--- config.mk ---
export PLATFORM = sky130hd
export DESIGN_NAME = wb_commit
export DESIGN_NICKNAME = d
export VERILOG_FILES = /design/src/rtl/wb_commit.sv
export SDC_FILE = /design/constraint.sdc
export NUM_CORES = 1
export LEC_CHECK = 0
export CAP_MARGIN = 15
export CORE_AREA = 2 2 150 152
export DETAILED_ROUTE_END_ITERATION = 10
export DIE_AREA = 0 0 152 154
export PLACE_DENSITY = 0.7
export SYNTH_ARGS = -nofsm -noshare
export SYNTH_HDL_FRONTEND = slang
export SYNTH_SLANG_ARGS = --single-unit
--- constraint.sdc ---
create_clock -name clk -period 2.9 [get_ports clk]
set_clock_uncertainty 0.2 [all_clocks]
set_input_delay 0.58 -clock clk [delete_from_list [all_inputs] [get_ports clk]]
set_output_delay 0.58 -clock clk [all_outputs]
set_load 0.03 [all_outputs]
--- src/rtl/wb_commit.sv ---
// Writeback/commit stage: holds one instruction from MEM, waits out the CSR read
// latency, encodes exceptions and emits single-cycle commit, flush and bypass info.
module wb_commit #(
  parameter int EBUS_W = 16,
  parameter logic [EBUS_W*6-1:0] ECODE_TAB = {
    6'h12, 6'h0F, 6'h04, 6'h02, 6'h01, 6'h0E, 6'h0D, 6'h09,
    6'h08, 6'h0C, 6'h0B, 6'h07, 6'h03, 6'h3F, 6'h08, 6'h00},
  parameter int ESUB_BIT = 7,
  parameter int CSR_LAT  = 1,
  parameter int CNT_W    = 32
) (
  input  logic              clk,
  input  logic              resetn,
  input  logic              in_valid,
  output logic              in_allow,
  input  logic [31:0]       in_pc,
  input  logic [31:0]       in_result,
  input  logic              in_rf_we,
  input  logic [4:0]        in_rf_waddr,
  input  logic              in_res_from_csr,
  input  logic              in_ertn,
  input  logic [EBUS_W-1:0] in_ebus,
  input  logic [31:0]       csr_rvalue,
  output logic              csr_re,
  output logic              rf_we,
  output logic [4:0]        rf_waddr,
  output logic [31:0]       rf_wdata,
  output logic              ex_commit,
  output logic              ertn_commit,
  output logic [5:0]        ex_ecode,
  output logic [8:0]        ex_esubcode,
  output logic [31:0]       ex_pc,
  output logic [31:0]       ex_vaddr,
  output logic              flush,
  output logic              byp_valid,
  output logic              byp_busy,
  output logic [4:0]        byp_waddr,
  output logic [31:0]       byp_wdata,
  output logic [CNT_W-1:0]  retire_cnt,
  output logic [31:0]       debug_wb_pc,
  output logic [3:0]        debug_wb_rf_we,
  output logic [4:0]        debug_wb_rf_wnum,
  output logic [31:0]       debug_wb_rf_wdata,
  output logic [1:0]        debug_wb_state
);

  localparam int IDX_W = (EBUS_W > 1) ? $clog2(EBUS_W) : 1;
  localparam logic [2:0] CNT_INIT = (CSR_LAT > 0) ? 3'(CSR_LAT - 1) : 3'd0;
  localparam bit HAS_LAT = (CSR_LAT > 0);

  typedef enum logic [1:0] {S_EMPTY = 2'd0, S_WAIT = 2'd1, S_READY = 2'd2} state_e;

  state_e            state_q;
  logic [2:0]        cnt_q;
  logic [31:0]       pc_q, result_q;
  logic              rf_we_q, res_csr_q, ertn_q;
  logic [4:0]        waddr_q;
  logic [EBUS_W-1:0] ebus_q;
  logic [CNT_W-1:0]  retire_q;

  logic              commit, exc, cap;
  logic [IDX_W-1:0]  sel_idx;
  logic [31:0]       wdata_sel;

  assign commit   = (state_q == S_READY);
  assign exc      = |ebus_q;
  assign flush    = ex_commit | ertn_commit;
  // A flushing commit must not accept a new instruction in the same cycle.
  assign in_allow = (state_q == S_EMPTY) | (commit & ~exc & ~ertn_q);
  assign cap      = in_valid & in_allow;

  // Lowest set bit wins.
  always_comb begin
    sel_idx = '0;
    for (int i = EBUS_W - 1; i >= 0; i--) begin
      if (ebus_q[i]) sel_idx = IDX_W'(i);
    end
  end

  assign wdata_sel   = res_csr_q ? csr_rvalue : result_q;
  assign ex_commit   = commit & exc;
  assign ertn_commit = commit & ~exc & ertn_q;
  assign rf_we       = commit & ~exc & rf_we_q;
  assign rf_waddr    = rf_we ? waddr_q : 5'd0;
  assign rf_wdata    = rf_we ? wdata_sel : 32'd0;
  assign ex_ecode    = ex_commit ? ECODE_TAB[int'(sel_idx) * 6 +: 6] : 6'd0;
  assign ex_esubcode = (ex_commit && sel_idx == IDX_W'(ESUB_BIT)) ? 9'h001 : 9'h000;
  assign ex_pc       = ex_commit ? pc_q : 32'd0;
  assign ex_vaddr    = ex_commit ? result_q : 32'd0;
  assign csr_re      = (state_q == S_WAIT) | (commit & res_csr_q);

  assign byp_valid = (state_q != S_EMPTY) & rf_we_q & ~exc;
  assign byp_busy  = byp_valid & ((state_q == S_WAIT) | res_csr_q);
  assign byp_waddr = byp_valid ? waddr_q : 5'd0;
  assign byp_wdata = (byp_valid & ~byp_busy) ? result_q : 32'd0;

  assign retire_cnt        = retire_q;
  assign debug_wb_pc       = (commit & ~exc) ? pc_q : 32'd0;
  assign debug_wb_rf_we    = {4{rf_we}};
  assign debug_wb_rf_wnum  = rf_waddr;
  assign debug_wb_rf_wdata = rf_wdata;
  assign debug_wb_state    = state_q;

  always_ff @(posedge clk) begin
    if (!resetn) begin
      state_q   <= S_EMPTY;
      cnt_q     <= 3'd0;
      pc_q      <= 32'd0;
      result_q  <= 32'd0;
      rf_we_q   <= 1'b0;
      waddr_q   <= 5'd0;
      res_csr_q <= 1'b0;
      ertn_q    <= 1'b0;
      ebus_q    <= '0;
      retire_q  <= '0;
    end else begin
      if (cap) begin
        pc_q      <= in_pc;
        result_q  <= in_result;
        rf_we_q   <= in_rf_we;
        waddr_q   <= in_rf_waddr;
        res_csr_q <= in_res_from_csr;
        ertn_q    <= in_ertn;
        ebus_q    <= in_ebus;
        if (HAS_LAT && in_res_from_csr && in_ebus == '0) begin
          state_q <= S_WAIT;
          cnt_q   <= CNT_INIT;
        end else begin
          state_q <= S_READY;
        end
      end else begin
        case (state_q)
          S_WAIT: begin
            if (cnt_q == 3'd0) state_q <= S_READY;
            else               cnt_q   <= cnt_q - 3'd1;
          end
          S_READY: state_q <= S_EMPTY;
          default: state_q <= S_EMPTY;
        endcase
      end
      if (commit && !exc) retire_q <= retire_q + CNT_W'(1);
    end
  end

endmodule

## Word-level counts from Yosys, hierarchy flattened

Index checks and enable logic that the tools add are counted.

| cells by class | value |
|---|---|
| add/subtract/negate cells | 2 |
| multiply operators | 1 |
| eq/ne operators | 6 |
| shifts and indexed selects | 1 |
| multiplexer cells | 34 |
| bitwise logic cells | 18 |
| reduce and logical (&&, ||, !) cells | 11 |

Operators with widths:

| kind | count |
|---|---|
| 32-bit two-way mux | 6 |
| 96-bit by 8-bit indexed part select with 6-bit output (first input constant) | 1 |
| 4-bit two-way mux | 16 |
| 32-bit by 1-bit adder with 32-bit output (second input constant) | 1 |
| 16-bit logical NOT | 1 |
| 16-bit OR reduction | 1 |
| 3-bit two-way mux | 4 |
| 1-bit bitwise AND | 11 |
| 5-bit two-way mux | 2 |
| 2-bit two-way mux | 4 |
| 4-bit by 2-bit multiplier with 6-bit output (second input constant) | 1 |
| 6-bit two-way mux | 1 |
| 4-bit by 3-bit equality test with 1-bit output (second input constant) | 1 |
| 1-bit OR | 4 |
| 2-bit nonzero test | 2 |
| 1-bit logical AND | 3 |
| 3-bit logical NOT | 1 |
| 3-bit by 2-bit inequality test with 1-bit output (second input constant) | 1 |
| 1-bit NOT | 3 |
| 3-bit AND reduction | 1 |
| 3-bit by 1-bit subtractor with 3-bit output (second input constant) | 1 |
| 2-bit by 1-bit equality test with 1-bit output (second input constant) | 1 |
| 2-bit equality test (second input constant) | 1 |
| 2-bit logical NOT | 1 |
| 4 further kinds | 4 |

| word-level totals | value |
|---|---|
| register bits after elaboration | 125 |
| input port bits | 123 |
| output and inout bits | 268 |
| word-level logic and storage cells | 83 |

## Depth between registers and ports, before layout

| logic depth | value |
|---|---|
| depth in word-level cells | 19 |
| gate-level depth with buffers | 9 |
| gate-level depth less buffers | 9 |

## Worst setup path before layout

Ideal clock, no wire load.

| timing | value |
|---|---|
| path type | register to output |
| from | register ebus_q[8] |
| to | output port ex_ecode[3] |
| arrival time | 2515 ps |
| data required time | 2120 ps |
| slack | -395 ps |
| cell stages (with the launch flop) | 9 |
| path buffers | 0 |
| cell sequence | dfxtp_1 > nor2_1 > a221oi_1 > a211o_1 > a21oi_1 > o21ba_2 > ha_1 > a221o_1 > nor3_1 |

| between the ends | value |
|---|---|
| longest elaborated chain between the ends | 12 |
| elaborated cells on any way between the ends | 14 |
| those cells by class | mul (1); shift (1); mux (10); bitwise (1); reduce/logical (1) |

Ends and longest elaborated chain:

| what | RTL line | text |
|---|---|---|
| from (decl) | 58 | `logic [EBUS_W-1:0] ebus_q;` |
| from (signal assigned) | 124 | `ebus_q <= in_ebus;` |
| 4-bit two-way mux (9 in a row) | 76 | `if (ebus_q[i]) sel_idx = IDX_W'(i);` |
| 4-bit by 2-bit multiplier with 6-bit output | 86 | `assign ex_ecode = ex_commit ? ECODE_TAB[int'(sel_idx) * 6 +: 6] : 6'd0;` |
| 96-bit by 8-bit indexed part select with 6-bit output | 86 |  |
| 6-bit two-way mux * | 86 |  |
| to (decl) | 30 | `output logic [5:0] ex_ecode,` |

Every way passes the cells marked *; elsewhere a longest branch is shown, timed or not.

## Worst setup path after layout

| timing | value |
|---|---|
| from | register ebus_q[5] |
| to | output port ex_ecode[3] |

| between the ends | value |
|---|---|
| longest elaborated chain between the ends | 9 |
| elaborated cells on any way between the ends | 11 |
| those cells by class | mul (1); shift (1); mux (7); bitwise (1); reduce/logical (1) |

Ends and longest elaborated chain:

| what | RTL line |
|---|---|
| 4-bit two-way mux (6 in a row) | 76 |
| 4-bit by 2-bit multiplier with 6-bit output | 86 |
| 96-bit by 8-bit indexed part select with 6-bit output | 86 |
| 6-bit two-way mux * | 86 |

Marked as above.

==> impl_results.md <==
* Status: finished, violations left
* Failing checks: setup timing
* Initial antenna violation count at 1
* RSZ-0062 raised after global routing: yes
* Clock Path Buffers at 2
* First-pass GRT wire length at ~46 mm
* Most instantiated cells after synthesis: nand2_1 (208), dfxtp_1 (125), a21oi_1 (107), and3_1 (106), nor2_1 (60)
* Post-synth cell types at 58
* Average cell area after synthesis at 7.42 um^2
* Setup-failing EPs final at 220
* Crit path required time at 2120 ps
* Rows at 54
* Final worst setup slack at -474 ps
* # fillers at 1658
* Initial DRC count at 366
* Wire length per cell after detailed routing at 19.9 um
* Worst EP arrival at 2590 ps
* Register area at 0.00251 mm^2
* Worst-path maximum fanout at 4
* Slowest cell delay on critical path at 560 ps
* DRT Pass-1 Iters at 6
* CP startpoint kind: register
* Post-synth EDFFs at 0
* Critical path, cell by cell: or4_4, nor3_4, a21oi_4, ha_4, a221o_1, nor3_4, buf_6
* H-tree depth at 4
* Buf/Inv on CP at 1
* Setup crit end kind: primary output
* Final HPWL DP at 21.5 mm
* Crit path top cell by count: nor3_4
* Post-layout min period at 3370 ps
* Maximum Capacitance Violations at 0
* I/O Buffers at 382
* Flops & latches, synth at ~130
* Cts hold-fix bufs at 0
* Hold slack at between 200 and 250 ps
* Nets at 1490
* Share of the synthesized area in the top cell type at 34.9%
* Leakage power at 5.62 nW
* Fin area at 0.0141 mm^2
* Final WL at 32.9 mm
* Clock root buffer: clkbuf_16
* Least-Margin Pin Slew at 655 ps
* Gr ovfl total at 0
* Peak Freq at about 300 MHz
* Skew-Pair Late Insertion Delay at roughly 410 ps
* GP Congestion at around 0.9
* Cells after synthesis at 966
* Ys async rst share at 0%
* I/O pin total at 391
* Peak VDD IR at 364 uV
* DIE WIDTH at about 150 um
* Slew Limit Fails at 0
* Cell Area, Placed at 0.0115 mm^2
* CP top delay family: simple AND/OR/NAND/NOR gates
* Initial Utilization at 33.0%
* Area growth syn-to-layout at 97.3%
* CTS Buf Count at 17
* CTS clk-pin slew, worst paths at roughly 60 ps
* Pin count of the biggest net entering global routing at 88
* Synthesized area at just over 0.007 mm^2
* Worst min path class: reg2reg
* Setup TNS Final at -43620 ps
* Register area share after synthesis at a little over a third
* Slowest CP cell: or4_4
* Synth area leaders: dfxtp_1 (35%), nand2_1 (11%), and3_1 (9.3%)
* Critical path class: reg2out
* # DRC at 0
* Relative slew slack at 56.3%
* Tot GR Track Use at 24.6%
* Clock Sinks at 125
* Prevailing post-synth register cell: dfxtp_1
* Post-detailed-route count of antenna-violating nets at 0
* Final hold vios at 0
* Pwr dens at 375 mW/mm^2
* Fraction of layout cells with a size suffix above 1 at 42.1%
* Synth Warn # at 0
* Die Y at 154 um
* Total number of vias at 8469
* CTS tree: built
* Area leader, netlist: dfxtp_1
* Die Footprint at 0.0234 mm^2
* Core footprint at 0.0217 mm^2
* Period utilization at 116%
* Vias in the first global route at 7921
* Vias per cell at roughly 5.1
* Dominant cell by count in the synthesized netlist: nand2_1
* Multi-input logic area at 0.00506 mm^2
-- cell usage in the layout (no fill, tap or decap), types with 4 or more instances in the layout --
| cell type | Yosys | routed |
|---|---|---|
| or4_1 | 10 | 8 |
| or3_1 | 10 | 10 |
| buf_6 | 1 | 214 |
| nor2_1 | 60 | 26 |
| o31ai_1 | 5 | 5 |
| xnor2_1 | 5 | 5 |
| and3_4 | 0 | 96 |
| and2_4 | 0 | 37 |
| dfxtp_2 | 0 | 7 |
| nor2_4 | 0 | 34 |
| o21bai_1 | 5 | 5 |
| a21oi_1 | 107 | 103 |
| clkinvlp_4 | 0 | 4 |
| clkdlybuf4s50_1 | 0 | 156 |
| conb_1 | 1 | 8 |
| and3_1 | 106 | 10 |
| nand2_1 | 208 | 205 |
| clkinv_4 | 0 | 4 |
| inv_1 | 13 | 10 |
| buf_4 | 50 | 57 |
| nand3_1 | 13 | 13 |
| o21ai_0 | 13 | 11 |
| ha_1 | 8 | 5 |
| buf_12 | 0 | 39 |
| buf_16 | 0 | 5 |
| buf_8 | 0 | 6 |
| nand4_1 | 14 | 14 |
| nor4_1 | 11 | 11 |
| dfxtp_1 | 125 | 117 |
| mux2i_1 | 33 | 33 |
| clkbuf_16 | 0 | 23 |
| nor4_4 | 1 | 5 |
| xor2_1 | 7 | 7 |
-- kinds of logic after synthesis --
logic type	share of synthesized area (%)
other cells	0.0523
buf+inv	9.83
flops	34.9
xor+xnor	1.47
mux	4.61
compound gates	12.7
fa+ha+maj	1.40
simple gates	35.0
-- timing repair --
item,in CTS,in global routing
pin swaps,54,25
resized for setup,598,200
buffers inserted,16,21
endpoints found under the setup margin,223,225
cloned,6,9
-- cell type report --
cell class | instances | area share [%]
Timing Repair Buffer | 484 | 39.3
Clock inverter | 11 | 0.779
Sequential cell | 125 | 17.8
Inverter | 14 | 0.460
Clock buffer | 20 | 3.30
Multi-Input combinational cell | 717 | 35.8
Antenna cell | 1 | 0.0177
Tap cell | 280 | 2.48
-- power by group --
part	leakage [nW]	internal, W	switching [W]
clock network	0.275	0.00125	0.000820
registers	1.03	0.00180	0.0000986
logic	4.32	0.000663	0.000676
-- worst paths after layout --
| kind | cells after the start | endpoint | from | slack, ps |
|---|---|---|---|---|
| max | 7 | ex_ecode[3] | ebus_q[5]$_SDFFE_PN0P_ | -470 |
| min | 1 | cnt_q[0]$_SDFFE_PN0P_ | cnt_q[0]$_SDFFE_PN0P_ | 230 |
| max reg2reg | 9 | retire_cnt[29]$_SDFFE_PN0P_ | ebus_q[1]$_SDFFE_PN0P_ | 390 |
| min reg2reg | 1 | cnt_q[0]$_SDFFE_PN0P_ | cnt_q[0]$_SDFFE_PN0P_ | 230 |
-- flip-flops by register name (all words and copies together) (netlist names) --
name	cells
ertn_q	1
ebus_q	16
pc_q	32
debug_wb_state	2
result_q	32
waddr_q	5
res_csr_q	1
cnt_q	3
rf_we_q	1
retire_cnt	32
-- metal layers --
| metal | wire length [um] | global-route usage (%) | up-vias |
|---|---|---|---|
| met5 | 0 | 0 | - |
| met4 | 1020 | 8.10 | 0 |
| met2 | 16900 | 43.1 | 327 |
| met3 | 1890 | 5.78 | 57 |
| li1 | - | - | 4059 |
| met1 | 13000 | 29.7 | 4026 |
-- per-stage QoR --
stage	setup slack [ps]	utilization, %	std cells	power [W]
global placement	-159	52.9	1575	0.00291
detailed placement	-219	52.9	1575	0.00293
floorplan	-76.8	-	973	0.00244
global route	-584	65.2	1652	0.00550
CTS	-496	60.2	1628	0.00511
finish	-474	65.2	1652	0.00531
No activity file was read; power rests on OpenSTA's default activity.
